<file path="config.mk">
export PLATFORM = sky130hd
export DESIGN_NAME = sh4_mt_wb
export DESIGN_NICKNAME = d
export VERILOG_FILES = /design/src/rtl/sh4_mt_wb_pkg.sv /design/src/rtl/sh4_wb_fifo.sv /design/src/rtl/sh4_mt_wb.sv
export SDC_FILE = /design/constraint.sdc
export NUM_CORES = 1
export LEC_CHECK = 0
export BUFFER_PORTS_ARGS = -buffer_cell sky130_fd_sc_hd__buf_4
export CORE_UTILIZATION = 57
export CTS_CLUSTER_DIAMETER = 60
export DETAILED_ROUTE_END_ITERATION = 12
export GPL_TIMING_DRIVEN = 0
export PLACE_DENSITY = 0.84
export SETUP_SLACK_MARGIN = 0.05
export SYNTH_ARGS = -nofsm -noshare
export SYNTH_HDL_FRONTEND = slang
export SYNTH_SLANG_ARGS = --single-unit
</file>
<file path="constraint.sdc">
create_clock -name clk -period 7.1 [get_ports clk]
set_clock_uncertainty 0.2 [all_clocks]
set_input_delay 1.42 -clock clk [delete_from_list [all_inputs] [get_ports clk]]
set_output_delay 1.42 -clock clk [all_outputs]
set_load 0.05 [all_outputs]
</file>
<file path="src/rtl/sh4_mt_wb_pkg.sv">
// Shared types and sizing for the SH4 MT-unit writeback stage.
// Queue depth, register-index width and the queued writeback entry layout.
package sh4_mt_wb_pkg;

    localparam int WB_QDEPTH = 2;
    localparam int REG_IDX_W = 4;
    localparam int DATA_W    = 32;
    localparam int CNT_W     = $clog2(WB_QDEPTH + 1);

    typedef struct packed {
        logic [REG_IDX_W-1:0] wdst;
        logic [DATA_W-1:0]    wdata;
    } wb_entry_t;

endpackage

</file>
<file path="src/rtl/sh4_wb_fifo.sv">
// 2-entry in-order writeback queue with register scoreboard match.
// SH4_MT_WB_FWD_EN adds youngest-entry forwarding outputs.
module sh4_wb_fifo
    import sh4_mt_wb_pkg::*;
(
    input  logic                 clk,
    input  logic                 rst_n,
    input  logic                 flush,
    input  logic                 enq,
    input  wb_entry_t            enq_entry,
    input  logic                 deq,
    output wb_entry_t            head,
    output logic [CNT_W-1:0]     count,
    output logic [CNT_W-1:0]     count_nxt,
    input  logic [REG_IDX_W-1:0] chk_reg,
    output logic                 chk_busy
`ifdef SH4_MT_WB_FWD_EN
    ,
    output logic                 fwd_hit,
    output logic [DATA_W-1:0]    fwd_data
`endif
);

    wb_entry_t            mem [WB_QDEPTH];
    logic                 wr_ptr;
    logic                 rd_ptr;
    logic [WB_QDEPTH-1:0] q_vld;
    logic [WB_QDEPTH-1:0] hit;

    always_comb begin
        count_nxt = count;
        if (flush)
            count_nxt = '0;
        else if (enq && !deq)
            count_nxt = count + CNT_W'(1);
        else if (!enq && deq)
            count_nxt = count - CNT_W'(1);
    end

    always_ff @(posedge clk or negedge rst_n) begin
        if (!rst_n) begin
            count  <= '0;
            wr_ptr <= 1'b0;
            rd_ptr <= 1'b0;
        end else begin
            count <= count_nxt;
            if (flush) begin
                wr_ptr <= 1'b0;
                rd_ptr <= 1'b0;
            end else begin
                if (enq) wr_ptr <= ~wr_ptr;
                if (deq) rd_ptr <= ~rd_ptr;
            end
        end
    end

    // Entry storage carries no reset; occupancy is tracked by count alone.
    always_ff @(posedge clk) begin
        if (enq && !flush)
            mem[wr_ptr] <= enq_entry;
    end

    assign head = mem[rd_ptr];

    always_comb begin
        q_vld = '0;
        hit   = '0;
        if (count != '0)
            q_vld[rd_ptr] = 1'b1;
        if (count == CNT_W'(WB_QDEPTH))
            q_vld[~rd_ptr] = 1'b1;
        for (int i = 0; i < WB_QDEPTH; i++)
            hit[i] = q_vld[i] && (mem[i].wdst == chk_reg);
    end

    assign chk_busy = |hit;

`ifdef SH4_MT_WB_FWD_EN
    logic yng;

    // The most recent enqueue sits just behind the write pointer.
    assign yng      = ~wr_ptr;
    assign fwd_hit  = |hit;
    assign fwd_data = hit[yng] ? mem[yng].wdata : mem[~yng].wdata;
`endif

endmodule

</file>
<file path="src/rtl/sh4_mt_wb.sv">
// SH4 MT-unit writeback stage: T-bit update, queued MT register writes, load-priority port.
// Define SH4_MT_WB_FWD_EN to expose fwd_hit/fwd_data forwarding outputs.
module sh4_mt_wb
    import sh4_mt_wb_pkg::*;
(
    input  logic                 clk,
    input  logic                 rst_n,
    input  logic                 mt_valid,
    output logic                 mt_ready,
    input  logic                 mt_twen,
    input  logic                 mt_t,
    input  logic                 mt_wen,
    input  logic [REG_IDX_W-1:0] mt_wdst,
    input  logic [DATA_W-1:0]    mt_wdata,
    input  logic                 ld_valid,
    input  logic [REG_IDX_W-1:0] ld_wdst,
    input  logic [DATA_W-1:0]    ld_wdata,
    input  logic                 flush,
    output logic                 rf_wen,
    output logic [REG_IDX_W-1:0] rf_wdst,
    output logic [DATA_W-1:0]    rf_wdata,
    output logic                 sr_t,
    input  logic [REG_IDX_W-1:0] chk_reg,
    output logic                 chk_busy
`ifdef SH4_MT_WB_FWD_EN
    ,
    output logic                 fwd_hit,
    output logic [DATA_W-1:0]    fwd_data
`endif
);

    logic             accept;
    logic             fifo_empty;
    logic             bypass;
    logic             enq;
    logic             deq;
    wb_entry_t        mt_entry;
    wb_entry_t        head;
    logic [CNT_W-1:0] count;
    logic [CNT_W-1:0] count_nxt;

    assign accept     = mt_valid && mt_ready && !flush;
    assign fifo_empty = (count == '0);
    // An MT write with nothing ahead of it skips the queue for one-edge latency.
    assign bypass     = accept && mt_wen && fifo_empty && !ld_valid;
    assign enq        = accept && mt_wen && !bypass;
    assign deq        = !ld_valid && !fifo_empty && !flush;
    assign mt_entry   = '{wdst: mt_wdst, wdata: mt_wdata};

    sh4_wb_fifo u_fifo (
        .clk       (clk),
        .rst_n     (rst_n),
        .flush     (flush),
        .enq       (enq),
        .enq_entry (mt_entry),
        .deq       (deq),
        .head      (head),
        .count     (count),
        .count_nxt (count_nxt),
        .chk_reg   (chk_reg),
        .chk_busy  (chk_busy)
`ifdef SH4_MT_WB_FWD_EN
        ,
        .fwd_hit   (fwd_hit),
        .fwd_data  (fwd_data)
`endif
    );

    always_ff @(posedge clk or negedge rst_n) begin
        if (!rst_n) begin
            mt_ready <= 1'b0;
            sr_t     <= 1'b0;
            rf_wen   <= 1'b0;
            rf_wdst  <= '0;
            rf_wdata <= '0;
        end else begin
            mt_ready <= (count_nxt < CNT_W'(WB_QDEPTH));
            if (accept && mt_twen)
                sr_t <= mt_t;
            rf_wen <= ld_valid || deq || bypass;
            // Load always owns the port; the queue head waits behind it.
            if (ld_valid) begin
                rf_wdst  <= ld_wdst;
                rf_wdata <= ld_wdata;
            end else if (deq) begin
                rf_wdst  <= head.wdst;
                rf_wdata <= head.wdata;
            end else if (bypass) begin
                rf_wdst  <= mt_wdst;
                rf_wdata <= mt_wdata;
            end
        end
    end

endmodule

</file>
==> impl_metrics.json, run 1 <==
{
  "ant_nets": 0,
  "start_util": 0.586,
  "area_delta_synth_final_pct": 31.4,
  "power.leakage_nw": 2.72,
  "core-area_sq_um": 8720,
  "final_layout_size_suffix_gt1_frac": 0.503,
  "final_nets": 555,
  "setup_viol": 0,
  "post-cts-setup-buffers": 0,
  "dp.cells": 559,
  "dp_hpwl_mm": 7.72,
  "relSlewSlack": 0.406,
  "avgSynthCellArea_sq_um": 15.7,
  "maxCapViolations": 0,
  "finalHoldViolations": 0,
  "pre_cts_slack_ns": 3.22,
  "r2r_cells": 5,
  "fmax_mhz": 259,
  "yosysWarnings": 0,
  "p_sw_frac": 0.282,
  "cp-end-kind": "output port",
  "synth_fp_nets": 411,
  "fp.dieW_um": 96.7,
  "dr.pass1.iters": 4,
  "tns_ns": 0,
  "clockBufferDepth": 2,
  "finalPower_mw": 1.91,
  "synth_cells": 326,
  "antenna_found_initial": 0,
  "num_rows": 34,
  "min_from": "rf_wdata[27]",
  "dr.first_iter.drc_count": 94,
  "ys_seq_area_frac": 0.633,
  "insertedDiodeCount": 0,
  "drc": 0,
  "cp.arrival_ns": 2.25,
  "drt-vias-per-instance": 5.76,
  "hp-class": "flop to flop",
  "synth_cell_type_count": 30,
  "p_seq_frac": 0.408,
  "grt_max_degree": 44,
  "post_cts_resized": 0,
  "clockRootBuffer": "clkbuf_8",
  "cts-buffers-inserted": 17,
  "path_clk_slew_ns": 0.06,
  "gr-total-overflow": 0,
  "p_sw_mw": 0.540,
  "worstPathRequired_ns": 5.48,
  "cts-hold-fix-buffers": 0,
  "ios": 124,
  "clkPwrFrac": 0.390,
  "cp-startpoint": "chk_reg[3]",
  "clk-insertion-delay-late_ns": 0.51,
  "whs_path_depth": 1,
  "synth_area_sq_um": 5110,
  "r2r-start": "u_fifo.count[0]",
  "grt_pass1_vias": 3710,
  "worst-path-max-fanout": 2,
  "worst_slack_ns": 3.23,
  "p_int_mw": 1.37,
  "tritoncts": "built",
  "worst_pin_slew_ns": 0.890,
  "grt_setup_unrepaired": "false",
  "period_share": 0.544,
  "crit_type": "input port to output port",
  "die_h_um": 96.7,
  "ir_drop_mv": 0.168,
  "portBuffers": 122,
  "cts.sinks": 115,
  "period_needed_ns": 3.87,
  "combPwrFrac": 0.202,
  "instances_no_fill": 591,
  "outcome": "completed",
  "h-tree-depth": 4,
  "detail_route.wl_per_cell_um": 19.9,
  "grt_usage": 0.265,
  "synth_seq_cells": 115,
  "gp_congestion": 0.805,
  "wirelength_mm": 11.8,
  "via_count": 3402,
  "slew_violations": 0,
  "p_per_area_nw_per_um2": 285,
  "startpoint_type": "input port",
  "grt_pass1_wl_mm": 18.9,
  "fp.dieArea_sq_um": 9350
}
[worst paths after layout]
kind	to	slack, ns
min	rf_wdata[27]	0.31
min reg2reg	rf_wdata[27]	0.31
max	chk_busy	3.23
max reg2reg	u_fifo.mem[0][30]	4.50
min in group asynchronous	rf_wdata[26]	0.72
max in group asynchronous	u_fifo.rd_ptr	5.56
[power by group through the flow]
stage                     Clock, mW  Sequential (mW)  Combinational, mW
after floorplan                   0            0.900              0.139
after global placement            0            0.790              0.377
after detailed placement          0            0.792              0.386
after CTS                     0.752            0.780              0.389
after global routing          0.782            0.784              0.406
final                         0.747            0.780              0.386
[logic make-up after synthesis]
| logic type | synth area share |
|---|---|
| flip-flops | 0.633 |
| multiplexers | 0.171 |
| AND/OR/NAND/NOR | 0.0680 |
| AO/OA/AOI/OAI | 0.0842 |
| buffers and inverters | 0.0252 |
| XOR/XNOR | 0.0154 |
| adder cells (fa/ha/maj) | 0.00245 |
[worst max-delay path, stage by stage]
cell and delay [ns]:
buf_4 0.12, xnor2_1 0.18, o211ai_1 0.11, o22ai_1 0.19, buf_4 0.23
[registers in the layout, summed over array words and instances, names as in the netlist]
| register | flops |
|---|---|
| u_fifo.wr_ptr | 1 |
| mt_ready | 1 |
| rf_wen | 1 |
| rf_wdst | 4 |
| u_fifo.mem | 72 |
| sr_t | 1 |
| u_fifo.rd_ptr | 1 |
| rf_wdata | 32 |
| u_fifo.count | 2 |
[metrics by stage]
| stage | hold slack [ns] | util | instance area [sq um] |
|---|---|---|---|
| floorplan | 0.322 | - | 5110 |
| global placement | 0.296 | 0.707 | 6160 |
| detailed placement | 0.304 | 0.711 | 6200 |
| CTS | 0.316 | 0.771 | 6720 |
| global route | 0.332 | 0.771 | 6720 |
| finish | 0.310 | 0.771 | 6720 |
[area by class of cell]
class | instances | area (sq um)
Buffer | 20 | 114
Clock buffer | 21 | 429
Clock inverter | 11 | 88.8
Fill cell | 533 | 2000
Inverter | 4 | 15.0
Multi-Input combinational cell | 187 | 1750
Sequential cell | 115 | 3240
Tap cell | 108 | 135
Timing Repair Buffer | 125 | 950
[cells in the final DEF (no fill, tap or decap), drive strengths merged, types with 4 or more instances in the layout]
cell and instances:
dfrtp 43, mux2 74, clkbuf 28, clkinvlp 4, a221o 37, xnor2 9
and2 37, buf 138, inv 4, nor2 6, edfxtp 72, clkinv 6
[Yosys cell counts, drive strengths merged]
library cell,n,area share
inv,4,0.0029
nor3b,1,0.0015
and4b,1,0.0020
o21ai,2,0.0020
ha,1,0.0024
mux2i,2,0.0039
dfrtp,43,0.21
o211ai,2,0.0029
or3,1,0.0012
edfxtp,72,0.42
a221o,37,0.072
nor2,6,0.0044
a21oi,2,0.0020
nor3,2,0.0051
nand4b,2,0.0034
o21ba,1,0.0020
a221oi,1,0.0017
o22ai,1,0.0012
nand2,2,0.0015
clkbuf,7,0.0051
mux2,74,0.17
and2,37,0.045
xnor2,9,0.015
nor2b,3,0.0037
buf,13,0.017
[routing by layer]
metal,global-route usage,vias to the layer above,share of wire
met5,0,-,0
met4,0.103,0,0.016
met3,0.0650,22,0.050
met2,0.456,115,0.53
met1,0.323,1709,0.40
li1,-,1556,-
Note: power is estimated with default switching activity, not from simulation.
==> inputs of run 2 (changes only) <==
- CORE_UTILIZATION: 57 -> 53
- PLACE_DENSITY: 0.84 -> 0.79
- clock period: 7.1 -> 3.91 ns (I/O delays scaled with it)
==> run 2 against run 1 <==
Compared with the run above:
- register-to-register slack worse by 3.2 ns
- largest cell class unchanged
- critical path type is now flop to output port
- sequential share of layout area down 0.85 points
- cell count up 3.4%
- utilization down 3.4 points
- die area up 7.4%
- worst setup slack worse by 2.2 ns
- hold slack worse by 0.21 ns
==> impl_metrics.json, run 2 (synthesis results as in run 1) <==
{
  "worst-path-max-fanout": 10,
  "final_common_cell": "buf_4",
  "dr.first_iter.drc_count": 127,
  "power.leakage_nw": 2.77,
  "start_util": 0.551,
  "tritoncts": "built",
  "met1_length_mm": 4.93,
  "post_cts_resized": 0,
  "fmax_mhz": 343,
  "clockBufferDepth": 2,
  "grt_setup_unrepaired": "false",
  "drt-vias-per-instance": 5.58,
  "ant_nets": 0,
  "clk-insertion-delay-late_ns": 0.51,
  "r2r-start": "u_fifo.count[0]",
  "relSlewSlack": 0.411,
  "dr.pass1.iters": 4,
  "via_count": 3410,
  "fin_util": 0.737,
  "cts.sinks": 115,
  "num_rows": 35,
  "reg.largest.list": "u_fifo.mem x72, rf_wdata x32, rf_wdst x4",
  "outcome": "completed",
  "grt_pass1_vias": 3520,
  "cp-end-kind": "output port",
  "dr_wl_met3_um": 471,
  "wl_met2_mm": 5.88,
  "fp.dieW_um": 100,
  "p_per_area_nw_per_um2": 535,
  "finalHoldViolations": 0,
  "reg2reg_to": "u_fifo.mem[0][33]",
  "insertedDiodeCount": 0,
  "r2r_cells": 5,
  "final_layout_size_suffix_gt1_frac": 0.510,
  "ios": 124,
  "period_share": 0.746,
  "setup_viol": 0,
  "largest_reg_flops": 72,
  "worstPathRequired_ns": 2.93,
  "gp_congestion": 0.769,
  "ir_drop_mv": 0.362,
  "fp.dieArea_sq_um": 10000,
  "grt_pass1_wl_mm": 18.2,
  "worst_pin_slew_ns": 0.882,
  "final_nets": 554,
  "clockRootBuffer": "clkbuf_8",
  "slew_violations": 0,
  "path_clk_slew_ns": 0.06,
  "most-common-layout-cells": "buf_4, edfxtp_1, mux2_2",
  "maxCapViolations": 0,
  "core-area_sq_um": 9280,
  "routed.top_layer": "met4",
  "finalPower_mw": 3.66,
  "drc": 0,
  "gr-total-overflow": 0,
  "grt_max_degree": 44,
  "cts-buffers-inserted": 17,
  "crit_type": "flop to output port",
  "top_register": "u_fifo.mem",
  "cp.arrival_ns": 1.94,
  "wirelength_mm": 11.5,
  "period_needed_ns": 2.92,
  "hp-class": "input port to asynchronous set/reset pin",
  "die_h_um": 100,
  "portBuffers": 122,
  "grt_usage": 0.247,
  "reg2reg_setup_slack_ns": 1.31,
  "antenna_found_initial": 0,
  "area_delta_synth_final_pct": 33.8,
  "detail_route.wl_per_cell_um": 18.9,
  "dp_hpwl_mm": 7.51,
  "h-tree-depth": 4,
  "cts-hold-fix-buffers": 0,
  "post-cts-setup-buffers": 0,
  "startpoint_type": "flop"
}
[run 2: final cells by class]
class | count | area, sq um
fillers | 648 | 2440
plain buffers | 20 | 114
well taps | 129 | 161
multi-input cells | 187 | 1760
repair buffers | 124 | 958
flip-flops and latches | 115 | 3240
inverters | 4 | 15.0
clock inverters | 15 | 183
clock buffers | 17 | 414
[run 2: per-stage QoR]
step                TNS (ns)  setup slack [ns]  hold WS, ns  std cells  instance area [sq um]
floorplan                  0             0.510        0.286        326                   5120
global placement      -24.06            -0.669        0.294        577                   6190
detailed placement         0             0.596        0.302        579                   6240
CTS                        0             0.977        0.104        611                   6840
global route               0             0.911        0.130        611                   6840
finish                     0             0.991        0.104        611                   6840
[run 2: where the power goes]
| part | switching [mW] | internal (mW) |
|---|---|---|
| registers | 0.0440 | 1.37 |
| clock network | 0.567 | 0.975 |
| logic | 0.408 | 0.290 |
[run 2: critical path: stages (launching register included)]
cell	delay [ns]
dfrtp_1	0.38
buf_6	0.18
buf_6	0.19
and2_1	0.15
o211ai_1	0.08
o22ai_1	0.22
buf_4	0.24
[run 2: how the worst max path moves through the flow]
stage	start	endpoint	slack (ns)	cells after the start
after global routing	u_fifo.rd_ptr	chk_busy	0.91	6
after detailed placement	flush	u_fifo.mem[0][4]	0.60	5
final	u_fifo.rd_ptr	chk_busy	0.99	6
after global placement	flush	u_fifo.mem[1][26]	-0.67	4
after CTS	u_fifo.rd_ptr	chk_busy	0.98	6
after floorplan	flush	u_fifo.mem[1][0]	0.51	3
[run 2: metal layers]
layer  vias to the layer above  track usage
met2                       101        0.411
met1                      1728        0.310
met3                        24       0.0515
met5                         -            0
li1                       1557            -
met4                         0        0.117
==> inputs of run 3 (changes only) <==
- clock period: 3.91 -> 2.8 ns (I/O delays scaled with it)
==> run 3 against run 2 <==
Compared with the run above:
- non-clock buffer count increased by 1
- register-to-register slack got worse by 1.1 ns
- worst setup slack got worse by 0.81 ns
- total power increased by 42%
- die area unchanged
- flip-flop and latch count unchanged
- critical path depth unchanged
- utilization increased by 0.43 points
- cell area increased by 0.59%
- sequential power increased by 39%
- sequential share of layout area decreased by 0.28 points
- clock-buffer cell count increased by 7
==> impl_metrics.json, run 3 (synthesis results as in run 1) <==
{
  "outcome": "completed",
  "post-cts-setup-buffers": 0,
  "crit_slowest_cell": "dfrtp_1",
  "clk-insertion-delay-late_ns": 0.50,
  "largest_reg_flops": 72,
  "placed_area_sq_um": 6240,
  "area_delta_synth_final_pct": 34.6,
  "crit_family": "buffers and inverters",
  "wirelength_mm": 11.4,
  "portBuffers": 122,
  "dr.first_iter.drc_count": 139,
  "cp_num_buf_inv": 3,
  "worst-path-max-fanout": 10,
  "crit_type": "flop to output port",
  "period_share": 0.934,
  "min_from": "mt_wdata[9]",
  "met2_usage": 0.420,
  "grt_pass1_wl_mm": 18.1,
  "cts-buffers-inserted": 17,
  "relSlewSlack": 0.415,
  "worst_pin_slew_ns": 0.876,
  "fp.dieW_um": 100,
  "drt-vias-per-instance": 5.50,
  "dp_hpwl_mm": 7.44,
  "ir_drop_mv": 0.462,
  "detail_route.wl_per_cell_um": 18.7,
  "r2r-start": "u_fifo.count[0]",
  "p_sw_frac": 0.263,
  "postLayoutCellArea_sq_um": 6880,
  "p_per_area_nw_per_um2": 753,
  "p_seq_frac": 0.382,
  "critPathMaxStageDelay_ns": 0.37,
  "grt_setup_unrepaired": "false",
  "setup_viol": 0,
  "num_rows": 35,
  "core-area_sq_um": 9280,
  "p_sw_mw": 1.36,
  "crit_chain": "buf_6 -> buf_8 -> and2_1 -> o211ai_1 -> o22ai_1 -> buf_4",
  "cp.arrival_ns": 1.85,
  "start_util": 0.551,
  "hp-class": "input port to flop",
  "fmax_mhz": 383,
  "cp-end-kind": "output port",
  "reg.largest.list": "u_fifo.mem x72, rf_wdata x32, rf_wdst x4",
  "slew_violations": 0,
  "power.leakage_nw": 2.79,
  "fp.dieArea_sq_um": 10000,
  "ant_nets": 0,
  "clkPwrFrac": 0.430,
  "grt_max_degree": 44,
  "worstPathRequired_ns": 2.04,
  "drc": 0,
  "finalHoldViolations": 0,
  "die_h_um": 100,
  "final_common_cell": "buf_4",
  "clockRootBuffer": "clkbuf_8",
  "maxCapViolations": 0,
  "dr.pass1.iters": 4,
  "via_count": 3365,
  "path_clk_slew_ns": 0.06,
  "insertedDiodeCount": 0,
  "ios": 124,
  "p_int_mw": 3.82,
  "gr-total-overflow": 0,
  "fin_util": 0.741,
  "grt_usage": 0.243,
  "final_layout_size_suffix_gt1_frac": 0.509,
  "grt_util_met3": 0.0494,
  "final_nets": 555,
  "clockBufferDepth": 2,
  "most-common-layout-cells": "buf_4, edfxtp_1, mux2_2",
  "grt_pass1_vias": 3450,
  "startpoint_type": "flop",
  "gp_congestion": 0.730,
  "reg2reg_setup_slack_ns": 0.21,
  "combPwrFrac": 0.188,
  "cts.sinks": 115,
  "period_needed_ns": 2.61,
  "cp-startpoint": "u_fifo.rd_ptr",
  "met1_usage": 0.304,
  "antenna_found_initial": 0,
  "tritoncts": "built",
  "h-tree-depth": 4,
  "grt.busiest_layer": "met2",
  "top_register": "u_fifo.mem"
}
==> run 3: cell count changes in the layout (fill, tap and decap cells not counted), sizes merged <==
| cell | before | now |
|---|---|---|
| dlygate4sd3 | 0 | 1 |
| clkbuf | 24 | 31 |
| inv | 7 | 4 |
| clkinv | 6 | 2 |
==> run 3: repair_timing <==
action | in CTS | in global routing
setup endpoints to repair | 0 | 1
hold buffers | 1 | 0
hold endpoints to repair | 43 | 0
resized for setup | 0 | 1
==> run 3: layout make-up <==
type / count / area [sq um]
Clock inverter: 8 / 123
Inverter: 4 / 15.0
Multi-Input combinational cell: 187 / 1760
Fill cell: 605 / 2400
Buffer: 20 / 118
Sequential cell: 115 / 3240
Clock buffer: 24 / 500
Timing Repair Buffer: 125 / 968
Tap cell: 129 / 161
==> run 3: power groups by stage <==
stage	Clock, mW	Combinational [mW]	Sequential (mW)
after global routing	2.32	1.03	1.99
after floorplan	0	0.355	2.28
after detailed placement	0	0.977	2.01
final	2.23	0.976	1.98
after global placement	0	0.961	2.00
after CTS	2.26	0.982	1.98
==> run 3: worst paths after layout <==
| kind | cells past startpoint | endpoint |
|---|---|---|
| min reg2reg | 1 | rf_wdata[8] |
| max reg2reg | 5 | u_fifo.mem[0][17] |
| max | 6 | chk_busy |
| min in group asynchronous | 2 | rf_wdata[29] |
| min | 1 | u_fifo.mem[1][9] |
| max in group asynchronous | 2 | u_fifo.wr_ptr |
==> run 3: per-stage QoR <==
step	setup TNS [ns]	setup slack, ns	hold WS, ns	power (mW)	instances
6_report	0	0.186	0.0454	5.18	612
2_1_floorplan	-0.587	-0.0163	0.0644	2.64	326
3_3_place_gp	-54.24	-0.771	0.294	2.96	577
3_5_place_dp	-8.58	-0.239	0.301	2.98	579
4_1_cts	0	0.127	0.0293	5.22	612
5_1_grt	0	0.0597	0.0251	5.34	612
==> run 3: layer usage <==
| layer | up-vias | wire (um) |
|---|---|---|
| met3 | 12 | 567 |
| met5 | - | 0 |
| met1 | 1687 | 4750 |
| met2 | 111 | 5990 |
| li1 | 1555 | - |
| met4 | 0 | 112 |
